==> src/rtl/tdc_pkg.sv <==
// Shared constants and state encoding for the TDC stimulus generator.
package tdc_pkg;

  localparam int TDC_CNT_W     = 29;
  localparam int TDC_MIN_GAP   = 2;
  localparam int TDC_SETUP_LEN = 1;

  typedef enum logic [2:0] {
    IDLE,
    ARM,
    SETUP,
    RUN,
    TAIL,
    GAP
  } state_t;

endpackage

==> src/rtl/tdc_pulse_stretch.sv <==
// Registered pulse of programmable width, restarted by load.
module tdc_pulse_stretch #(
  parameter int PW_W = 8
) (
  input  logic            clk,
  input  logic            rst,
  input  logic            clr,
  input  logic            load,
  input  logic [PW_W-1:0] width,
  output logic            q
);

  logic [PW_W-1:0] cnt;

  // width is clamped to >= 1 by the caller
  always_ff @(posedge clk) begin
    if (rst || clr) begin
      q   <= 1'b0;
      cnt <= '0;
    end else if (load) begin
      q   <= 1'b1;
      cnt <= width - 1'b1;
    end else if (cnt != '0) begin
      cnt <= cnt - 1'b1;
    end else begin
      q <= 1'b0;
    end
  end

endmodule

==> src/rtl/tdc_pulse_gen.sv <==
// Programmable arm/START/STOP burst generator for TDC loopback and calibration.
module tdc_pulse_gen
  import tdc_pkg::*;
#(
  parameter int CNT_W = TDC_CNT_W,
  parameter int PW_W  = 8,
  parameter int REP_W = 16
) (
  input  logic             clk,
  input  logic             rst,
  input  logic [CNT_W-1:0] cfg_interval,
  input  logic [PW_W-1:0]  cfg_width,
  input  logic [REP_W-1:0] cfg_count,
  input  logic [REP_W-1:0] cfg_gap,
  input  logic             go,
  input  logic             abort,
  output logic             arm_out,
  output logic             start_out,
  output logic             stop_out,
  output logic             busy,
  output logic             done,
  output logic [REP_W-1:0] rep_idx
);

  state_t           state, nxt;
  logic             pend;
  logic [CNT_W-1:0] ctr, ctr_nxt;
  logic [CNT_W-1:0] n_eff;
  logic [PW_W-1:0]  w_eff;
  logic [REP_W-1:0] cnt_cfg, gap_eff;
  logic             start_ld, stop_ld, fin, last;
  logic             accept;

  assign last   = (cnt_cfg != '0) && (rep_idx == cnt_cfg - 1'b1);
  assign accept = (state == IDLE) && !pend && go && !abort;

  always_comb begin
    nxt      = state;
    ctr_nxt  = ctr;
    start_ld = 1'b0;
    stop_ld  = 1'b0;
    fin      = 1'b0;
    unique case (state)
      IDLE: begin
        if (pend) nxt = ARM;
      end
      ARM: begin
        nxt     = SETUP;
        ctr_nxt = CNT_W'(TDC_SETUP_LEN - 1);
      end
      SETUP: begin
        if (ctr == '0) begin
          nxt      = RUN;
          ctr_nxt  = n_eff - 1'b1;
          start_ld = 1'b1;
        end else begin
          ctr_nxt = ctr - 1'b1;
        end
      end
      RUN: begin
        if (ctr == '0) begin
          nxt     = TAIL;
          ctr_nxt = CNT_W'(w_eff) - 1'b1;
          stop_ld = 1'b1;
        end else begin
          ctr_nxt = ctr - 1'b1;
        end
      end
      TAIL: begin
        if (ctr == '0) begin
          if (last) begin
            nxt = IDLE;
            fin = 1'b1;
          end else begin
            nxt     = GAP;
            ctr_nxt = CNT_W'(gap_eff) - 1'b1;
          end
        end else begin
          ctr_nxt = ctr - 1'b1;
        end
      end
      GAP: begin
        if (ctr == '0) nxt = ARM;
        else ctr_nxt = ctr - 1'b1;
      end
      default: nxt = IDLE;
    endcase
    // abort overrides every transition and load
    if (abort) begin
      nxt      = IDLE;
      start_ld = 1'b0;
      stop_ld  = 1'b0;
      fin      = 1'b0;
    end
  end

  always_ff @(posedge clk) begin
    if (rst) begin
      state   <= IDLE;
      pend    <= 1'b0;
      ctr     <= '0;
      n_eff   <= '0;
      w_eff   <= '0;
      cnt_cfg <= '0;
      gap_eff <= '0;
      rep_idx <= '0;
      arm_out <= 1'b0;
      busy    <= 1'b0;
      done    <= 1'b0;
    end else begin
      state   <= nxt;
      ctr     <= ctr_nxt;
      pend    <= accept;
      arm_out <= (nxt == ARM);
      busy    <= (nxt != IDLE);
      done    <= fin;
      if (accept) begin
        n_eff   <= (cfg_interval == '0) ? CNT_W'(1) : cfg_interval;
        w_eff   <= (cfg_width == '0) ? PW_W'(1) : cfg_width;
        cnt_cfg <= cfg_count;
        gap_eff <= (cfg_gap < REP_W'(TDC_MIN_GAP)) ?
                   REP_W'(TDC_MIN_GAP) : cfg_gap;
      end
      if (!abort) begin
        if (state == IDLE && pend)
          rep_idx <= '0;
        else if (state == GAP && ctr == '0)
          rep_idx <= rep_idx + 1'b1;
      end
    end
  end

  tdc_pulse_stretch #(.PW_W(PW_W)) u_start (
    .clk   (clk),
    .rst   (rst),
    .clr   (abort),
    .load  (start_ld),
    .width (w_eff),
    .q     (start_out)
  );

  tdc_pulse_stretch #(.PW_W(PW_W)) u_stop (
    .clk   (clk),
    .rst   (rst),
    .clr   (abort),
    .load  (stop_ld),
    .width (w_eff),
    .q     (stop_out)
  );

endmodule

==> config.mk <==
export PLATFORM = sky130hd
export DESIGN_NAME = tdc_pulse_gen
export DESIGN_NICKNAME = d
export VERILOG_FILES = /design/src/rtl/tdc_pkg.sv /design/src/rtl/tdc_pulse_stretch.sv /design/src/rtl/tdc_pulse_gen.sv
export SDC_FILE = /design/constraint.sdc
export NUM_CORES = 1
export LEC_CHECK = 0
export CORE_MARGIN = 8
export CORE_UTILIZATION = 52
export DETAILED_ROUTE_END_ITERATION = 7
export GPL_TIMING_DRIVEN = 0
export PLACE_DENSITY_LB_ADDON = 0.3
export SLEW_MARGIN = 40
export SYNTH_ARGS = -nofsm -noshare
export SYNTH_HDL_FRONTEND = slang
export SYNTH_SLANG_ARGS = --single-unit
==> constraint.sdc <==
create_clock -name clk -period 3.3 [get_ports clk]
set_input_delay 0.33 -clock clk [delete_from_list [all_inputs] [get_ports clk]]
set_output_delay 0.33 -clock clk [all_outputs]
set_load 0.01 [all_outputs]
### After elaboration in Yosys (flattened, before gate mapping)

Index checks and enable logic that the tools add are counted.

* register bits: 139
* output and inout bits: 21

* magnitude comparators: 1
* equal/unequal tests: 11
* add/sub/neg operators: 9
* reduce and logical (&&, ||, !) cells: 24
* bitwise logic cells: 3
* muxes and demuxes: 33

Operator list (number)
* 29-bit 2-to-1 mux: 6
* 29-bit one-hot mux with 5 select lines: 1
* 29-bit logical NOT: 2
* 29-bit by 1-bit subtractor with 29-bit output, second input constant: 2
* 16-bit 2-to-1 mux: 3
* 8-bit 2-to-1 mux: 5
* 8-bit by 1-bit subtractor with 8-bit output, second input constant: 3
* 3-bit 2-to-1 mux: 7
* 3-bit one-hot mux with 6 select lines: 1
* 16-bit by 1-bit subtractor with 17-bit output, second input constant: 1
* 16-bit by 1-bit adder with 16-bit output, second input constant: 1
* 16-bit == test: 1
* 16-bit by 2-bit < comparator with 1-bit output, second input constant: 1
* 16-bit nonzero test: 1
* 8-bit nonzero test: 2
* 16-bit by 1-bit subtractor with 16-bit output, second input constant: 1
* 1-bit 2-to-1 mux: 10
* 8-bit by 1-bit subtractor with 9-bit output, second input constant: 1
* 8-bit logical NOT: 1
* 3-bit by 1-bit == test with 1-bit output, second input constant: 2
* 3-bit by 2-bit == test with 1-bit output, second input constant: 2
* 3-bit == test, second input constant: 2
* 1-bit logical AND: 6
* 2-bit inequality test, second input constant: 3
* 11 further kinds: 16

### Longest topological paths before layout

Gate-level depths: netlist of run 1.

* depth after elaboration: 8
* mapped depth: 13

### Cells and area by module

From an unflattened synthesis of run 1, not the netlist that was laid out.

* cells, all modules: 1080
* area, all modules: 8329.2 µm²

By module, submodules not included
* tdc_pulse_gen: area each 7283.2 µm², cells an instance 968, instances 1
* tdc_pulse_stretch: area each 523.0 µm², cells an instance 56, instances 2

### Least setup slack after synthesis of run 1

Ideal clock, no wire load.

* path kind: flip-flop to flip-flop
* start: reg ctr[0]
* end: reg ctr[13]
* buffers on the path: 3
* data arrival time: 2.890 ns
* clock period less this slack: 3.007 ns
* library setup time: 0.117 ns
* path slack: 0.293 ns
* cell stages (with the launch flop): 14
* path through: dfxtp_1 > inv_1 > ha_1 > or3b_1 > clkbuf_1 > or4_4 > or3_1 > buf_6 > nor2_1 > and4_1 > a21o_4 > buf_6 > a21oi_1 > a22o_1

* cells in the longest elaborated chain, start to end: 3
* elaborated cells on any way between the ends: 10
* those cells by class: add/sub (1); eq/ne (2); mux (5); reduce/logical (2)

RTL lines
* start: declaration: line tdc_pulse_gen.sv:27 `logic [CNT_W-1:0] ctr, ctr_nxt;`
* start signal: assignment: line tdc_pulse_gen.sv:112 `ctr <= ctr_nxt;`
* 29-bit by 1-bit subtractor with 29-bit output / 29-bit logical NOT (equally long branches)
* 29-bit 2-to-1 mux, or another cell as far along: line tdc_pulse_gen.sv:83 `if (ctr == '0) nxt = ARM;`
* 29-bit one-hot mux with 5 select lines / 3-bit AND reduction (equally long branches)

Several ways; a longest one is shown, not always the timed one. The select of a mux whose other input is x is not followed.
A chain may end at the register's enable or synchronous reset.

### Worst setup path in the final report of run 1

* start: reg ctr[0]
* end: reg ctr[22]

The elaborated chain is that of the path after synthesis.

==> flow_summary.yaml, run 1 <==
global_routing:
  first_global_vias: 8101
  antenna_found_initial: 0
  grt_max_degree: 17
  grt_pass1_wl_mm: 40.74
  grt_usage_pct: 25.15
  overflow: 0
yosys:
  syn_inst: 1106
  async_flop_share_pct: 0
  synth_area_um2: 8304
  synth-seq-cells: 139
  syn_avg_cell_area_um2: 7.508
  ys_types: 73
  yosys_warnings: 0
  synth_top_area_share_pct: 33.51
  syn-num-nets: 1189
  ys_seq_area_share_pct: 33.51
  yosys.area.top_type: "dfxtp_1"
  synth-edff-count: 0
  synthFlopType: "dfxtp_1"
  netlist_top_cells_area: "dfxtp_1 34%, nand2_1 8.9%, a21oi_1 7.4%"
timing:
  fin_hold_ws_ns: 0.4470
  clock.fmax_ghz: 0.3070
  slew_headroom_pct: 53.60
  finClkSkew_ns: 0.007058
  worst_pin_slew_ns: 0.6888
  fin_crit_ns: 3.258
  finalSetupViolCount: 0
  finalMaxSlewViolations: 0
  hold_viol: 0
  fin_crit_sh_pct: 98.72
  rsz0062_at_grt: "true"
  final.setup.worst_slack_ns: 0.04236
critical_path:
  worstPathMaxFanout: 7
  cp_top_family: "simple AND/OR/NAND/NOR gates"
  worstPathArrival_ns: 3.59
  cp_cell_sequence: "inv_1 > ha_2 > or3b_4 > or4_4 > or4_1 > buf_2 > o31ai_4 > nand3_2 > a21oi_1 > a211oi_1 > a21o_1"
  startpoint_type: "flip-flop"
  cp.required_ns: 3.63
  critPathMaxStageDelay_ns: 0.56
  critPathKind: "flip-flop to flip-flop"
  cp_slowest_cell: "or4_4"
  crit_path_end_kind: "flip-flop"
  path_buf_inv: 2
cells_and_area:
  num-nets-final: 1309
  final_cell_mix: "198 x nand2_1, 139 x dfxtp_1, 122 x a21oi_1"
  finalInstanceArea_um2: 10250
  syn2layout_area_growth_pct: 23.40
  final_common_cell: "nand2_1"
  antenna_cells: 0
  drive_above_1_share_pct: 7.022
  utilization_pct: 64.98
  nFillCells: 1413
routing:
  num_vias: 8646
  met1_length_mm: 11.52
  dr_wl_met3_mm: 1.827
  totalWireLength_mm: 25.74
  dr.pass1.iters: 5
  wl_met2_mm: 11.65
  first_iter_violations: 1033
  drc: 0
  avgViaCountPerCell: 5.942
  antenna_left: 0
  dr.max_layer_used: "met4"
  post_drt_wl_per_cell_um: 17.69
clock_tree:
  numCtsBuffers: 17
  clkLatencyLatePin_ns: 0.44
  cts_root_buffer: "clkbuf_16"
  clock_path_buffers: 2
  numClockSinks: 139
  htreeDepth: 4
  tritoncts: "yes"
  clk_pin_slew_ns: 0.06
die:
  ios: 94
  start_util_pct: 52.66
  die_h_um: 142.4
  core-area_um2: 15770
  dieArea_um2: 20270
  row_count: 46
  die_w_um: 142.4
run:
  cap_violations: 0
placement:
  portBuffers: 92
  dp_slack_ns: -0.3112
  placed_area_um2: 9499
  place_hpwl_mm: 19.35
  gp_congestion: 1.001
run_status:
  outcome: "completed"
hold_path:
  min_path_type: "primary input to flip-flop"
pwr:
  vdd_drop_max_v: 0.0003399
  leakagePower_nw: 3.995
  powerDensity_nw_per_um2: 546.2
[metrics by stage]
stage	std cells	total power [W]	TNS, ns
finish	1455	0.005597	0
global route	1455	0.005886	-0.09550
CTS	1447	0.005582	0
detailed placement	1414	0.003588	-4.826
global placement	1414	0.003547	-2.548
floorplan	1106	0.003208	0
[power by group]
part | internal [W] | switching (W) | total (W) | leakage, nW
Sequential | 0.00181 | 0.000132 | 0.00194 | 1.13
Combinational | 0.000741 | 0.000933 | 0.00167 | 2.57
Clock | 0.00114 | 0.000840 | 0.00198 | 0.293
Total | 0.00369 | 0.00190 | 0.00560 | 4.00
[worst min-delay path, cell delays in order]
cell	delay [ns]
clkdlybuf4s50_1	0.39
nand2_1	0.06
a21oi_1	0.05
[kinds of logic after synthesis]
family | synth area share (%)
compound gates | 20.02
mux | 1.220
simple gates | 29.44
buf+inv | 3.963
flops | 33.51
fa+ha+maj | 1.507
xor+xnor | 10.34
[synthesized netlist by cell type (all sizes together), types with 6 or more instances]
cell	n
o211ai	7
o22ai	10
nand2	198
a22o	10
ha	10
dfxtp	139
inv	23
o31ai	6
buf	16
nor4	39
nor3	47
a21o	12
or4	17
a31oi	6
o21ai	38
nor2b	7
a211oi	19
or2	6
nand3b	6
a21oi	123
clkbuf	41
nand3	25
xor2	45
xnor2	53
mux2i	9
or3	14
nand2b	9
nor2	98
nand4	13
[layer usage]
layer  GRT usage (%)  up-vias
met5               0        -
met4           11.02        0
met3           4.462       62
met2           39.52      375
met1           33.11     4016
li1                -     4193
[layout make-up]
class,count,area [um2],area share [%]
Clock inverter,15,177.7,1.734
Inverter,23,86.33,0.8425
Tap cell,216,270.3,2.637
Buffer,56,247.7,2.418
Sequential cell,139,2783,27.16
Multi-Input combinational cell,887,5261,51.34
Timing Repair Buffer,102,996.0,9.719
Clock buffer,17,425.4,4.151
[worst paths after layout]
kind                              startpoint    endpoint  slack [ns]  cells past startpoint
worst min register to register     u_start.q   u_start.q        0.45                      2
worst max-delay path                  ctr[0]     ctr[22]        0.04                     11
worst max register to register        ctr[0]     ctr[22]        0.04                     11
worst min-delay path            cfg_count[2]  cnt_cfg[2]        0.45                      3
[timing repair]
action                     in CTS  in global routing
hold buffers                    0                  0
pin swaps                       2                  4
resized for setup               4                 14
setup endpoints to repair      38                 37
setup buffers                   2                  8
[sequential cells by signal, summed over array words and instances (netlist names)]
| signal | cells |
|---|---|
| done | 1 |
| w_eff | 8 |
| u_stop.q | 1 |
| cnt_cfg | 16 |
| pend | 1 |
| u_start.cnt | 8 |
| rep_idx | 16 |
| n_eff | 29 |
| ctr | 29 |
| busy | 1 |
| u_stop.cnt | 8 |
| state | 3 |
| u_start.q | 1 |
| arm_out | 1 |
| gap_eff | 16 |
Power figures use the tool's default switching activity.
==> inputs of run 2 (changes only) <==
--- a/config.mk
+++ b/config.mk
@@ -5,7 +5,7 @@
 export SDC_FILE = /design/constraint.sdc
 export NUM_CORES = 1
 export LEC_CHECK = 0
-export CORE_MARGIN = 8
+export CORE_MARGIN = 1
 export CORE_UTILIZATION = 52
 export DETAILED_ROUTE_END_ITERATION = 7
 export GPL_TIMING_DRIVEN = 0
==> constraint.sdc (replaced) <==
create_clock -name clk -period 3.3 [get_ports clk]
set_input_delay 0.66 -clock clk [delete_from_list [all_inputs] [get_ports clk]]
set_output_delay 0.66 -clock clk [all_outputs]
set_load 0.01 [all_outputs]
==> run 2 against run 1 <==
Power decreased by 2.6%; first-iteration DRC count decreased by 20%; cell count down 0.48%; clock power is 6% lower; via count fell by 0.44%; clock-buffer cell count rose by 1; die area decreased by 19%; sequential power about the same; critical path type unchanged; worst hold slack improved by 0.016 ns; routed wire length shrank 3.0%; core utilization is 1.4 points higher; worst setup slack better by 0.088 ns.
==> flow_summary.yaml, run 2 (synthesis results as in run 1) <==
cells_and_area:
  final_cells: 1448
  drive_above_1_share_pct: 6.952
  utilization_pct: 66.41
  num-nets-final: 1307
  antenna_cells: 0
  top_regs: "ctr: 29 flops, n_eff: 29 flops"
  final_cell_mix: "198 x nand2_1, 139 x dfxtp_1, 120 x a21oi_1"
  final_common_cell: "nand2_1"
  syn2layout_area_growth_pct: 22.93
timing:
  final.setup.tns_ns: 0
  finalMaxSlewViolations: 0
  worst_pin_slew_ns: 0.7477
  hold_viol: 0
  final.setup.worst_slack_ns: 0.1299
  slew_headroom_pct: 49.63
  rsz0062_at_grt: "true"
  finalSetupViolCount: 0
  fin_crit_ns: 3.170
  fin_crit_sh_pct: 96.06
  clock.fmax_ghz: 0.3154
  finClkSkew_ns: 0.01027
global_routing:
  antenna_found_initial: 0
  first_global_vias: 7895
  grt_max_degree: 17
  grt_pass1_wl_mm: 40.07
  overflow: 0
  grt_usage_pct: 31.07
die:
  row_count: 45
  dieArea_um2: 16480
  die_h_um: 128.4
  start_util_pct: 54.03
  die_w_um: 128.4
  core-area_um2: 15370
  ios: 94
clock_tree:
  numCtsBuffers: 17
  clock_path_buffers: 2
  clk_pin_slew_ns: 0.06
  tritoncts: "yes"
  clkLatencyLatePin_ns: 0.43
  htreeDepth: 4
  numClockSinks: 139
  cts_root_buffer: "clkbuf_16"
pwr:
  combPwrFrac_pct: 30.3
  seqPwrFrac_pct: 35.6
  vdd_drop_max_v: 0.0003816
  powerDensity_nw_per_um2: 533.7
  p_int_w: 0.003596
  leakagePower_nw: 3.950
  power.total_w: 0.005449
  p_clk_share_pct: 34.1
  switching_share_pct: 34.00
  p_switching_w: 0.001853
routing:
  avgViaCountPerCell: 5.945
  drc: 0
  post_drt_wl_per_cell_um: 17.24
  first_iter_violations: 825
  dr.pass1.iters: 6
  antenna_left: 0
  totalWireLength_mm: 24.96
  num_vias: 8608
run_status:
  outcome: "completed"
critical_path:
  critPathMaxStageDelay_ns: 0.56
  worstPathMaxFanout: 7
  worstPathArrival_ns: 3.49
  cpMostUsedCell: "o21ai_1"
  cp_slowest_cell: "or4_4"
  startpoint_type: "flip-flop"
  cp.required_ns: 3.62
  crit_path_end_kind: "flip-flop"
  critPathKind: "flip-flop to flip-flop"
  cp_cell_sequence: "inv_1 > ha_2 > or3b_4 > or4_4 > or4_1 > buf_2 > o311ai_2 > o21ai_1 > nand2_1 > o21ai_1 > a32o_1"
run:
  cap_violations: 0
hold_path:
  min_path_type: "flip-flop to flip-flop"
placement:
  gp_congestion: 0.9811
  portBuffers: 92
  place_hpwl_mm: 18.68
  dp_slack_ns: -0.2635
  dp.cells: 1409
run 2: final timing paths:
kind	from	end	slack, ns	depth (start not counted)
min reg2reg	u_start.q	u_start.q	0.46	2
max reg2reg	ctr[1]	ctr[4]	0.13	11
min	u_start.q	u_start.q	0.46	2
max	ctr[1]	ctr[4]	0.13	11
run 2: per-layer routing:
layer	global-route usage (%)	share of wire, %
met3	4.366	6.6
met2	47.98	45
met1	43.79	46
met5	0	0
met4	12.11	2.4
run 2: repair_timing:
action | CTS | global route
setup buffers | 0 | 8
hold endpoints to repair | 0 | 0
setup endpoints to repair | 29 | 31
pin swaps | 1 | 5
hold buffers | 0 | 0
gates resized for setup | 6 | 18
run 2: area by class of cell:
| cell class | instances | area, um2 |
|---|---|---|
| inverter | 23 | 86.33 |
| fill | 1352 | 5162 |
| clock inverter | 14 | 138.9 |
| sequential | 139 | 2783 |
| timing repair buffer | 100 | 980.9 |
| multi-input combinational | 887 | 5279 |
| clock buffer | 18 | 429.2 |
| buffer | 56 | 247.7 |
| tap | 211 | 264.0 |
run 2: power groups by stage:
stage / Sequential, W / Clock (W) / Combinational [W]
6_report: 0.00194 / 0.00186 / 0.00165
5_1_grt: 0.00196 / 0.00194 / 0.00186
4_1_cts: 0.00194 / 0.00186 / 0.00163
3_5_place_dp: 0.00197 / 0 / 0.00161
3_3_place_gp: 0.00196 / 0 / 0.00159
2_1_floorplan: 0.00193 / 0 / 0.00127
run 2: metrics by stage:
step	instance area, um2	hold WS [ns]
2_1_floorplan	8304	0.4499
3_3_place_gp	9489	0.4544
3_5_place_dp	9493	0.4604
4_1_cts	10090	0.4719
5_1_grt	10210	0.5133
6_report	10210	0.4627
run 2: critical path, delay by kind of cell (launching register included):
| kind | cells | cell delay, ns |
|---|---|---|
| flops | 1 | 0.35 |
| simple gates | 4 | 1.49 |
| compound gates | 4 | 0.76 |
| fa+ha+maj | 1 | 0.20 |
| buf+inv | 2 | 0.27 |
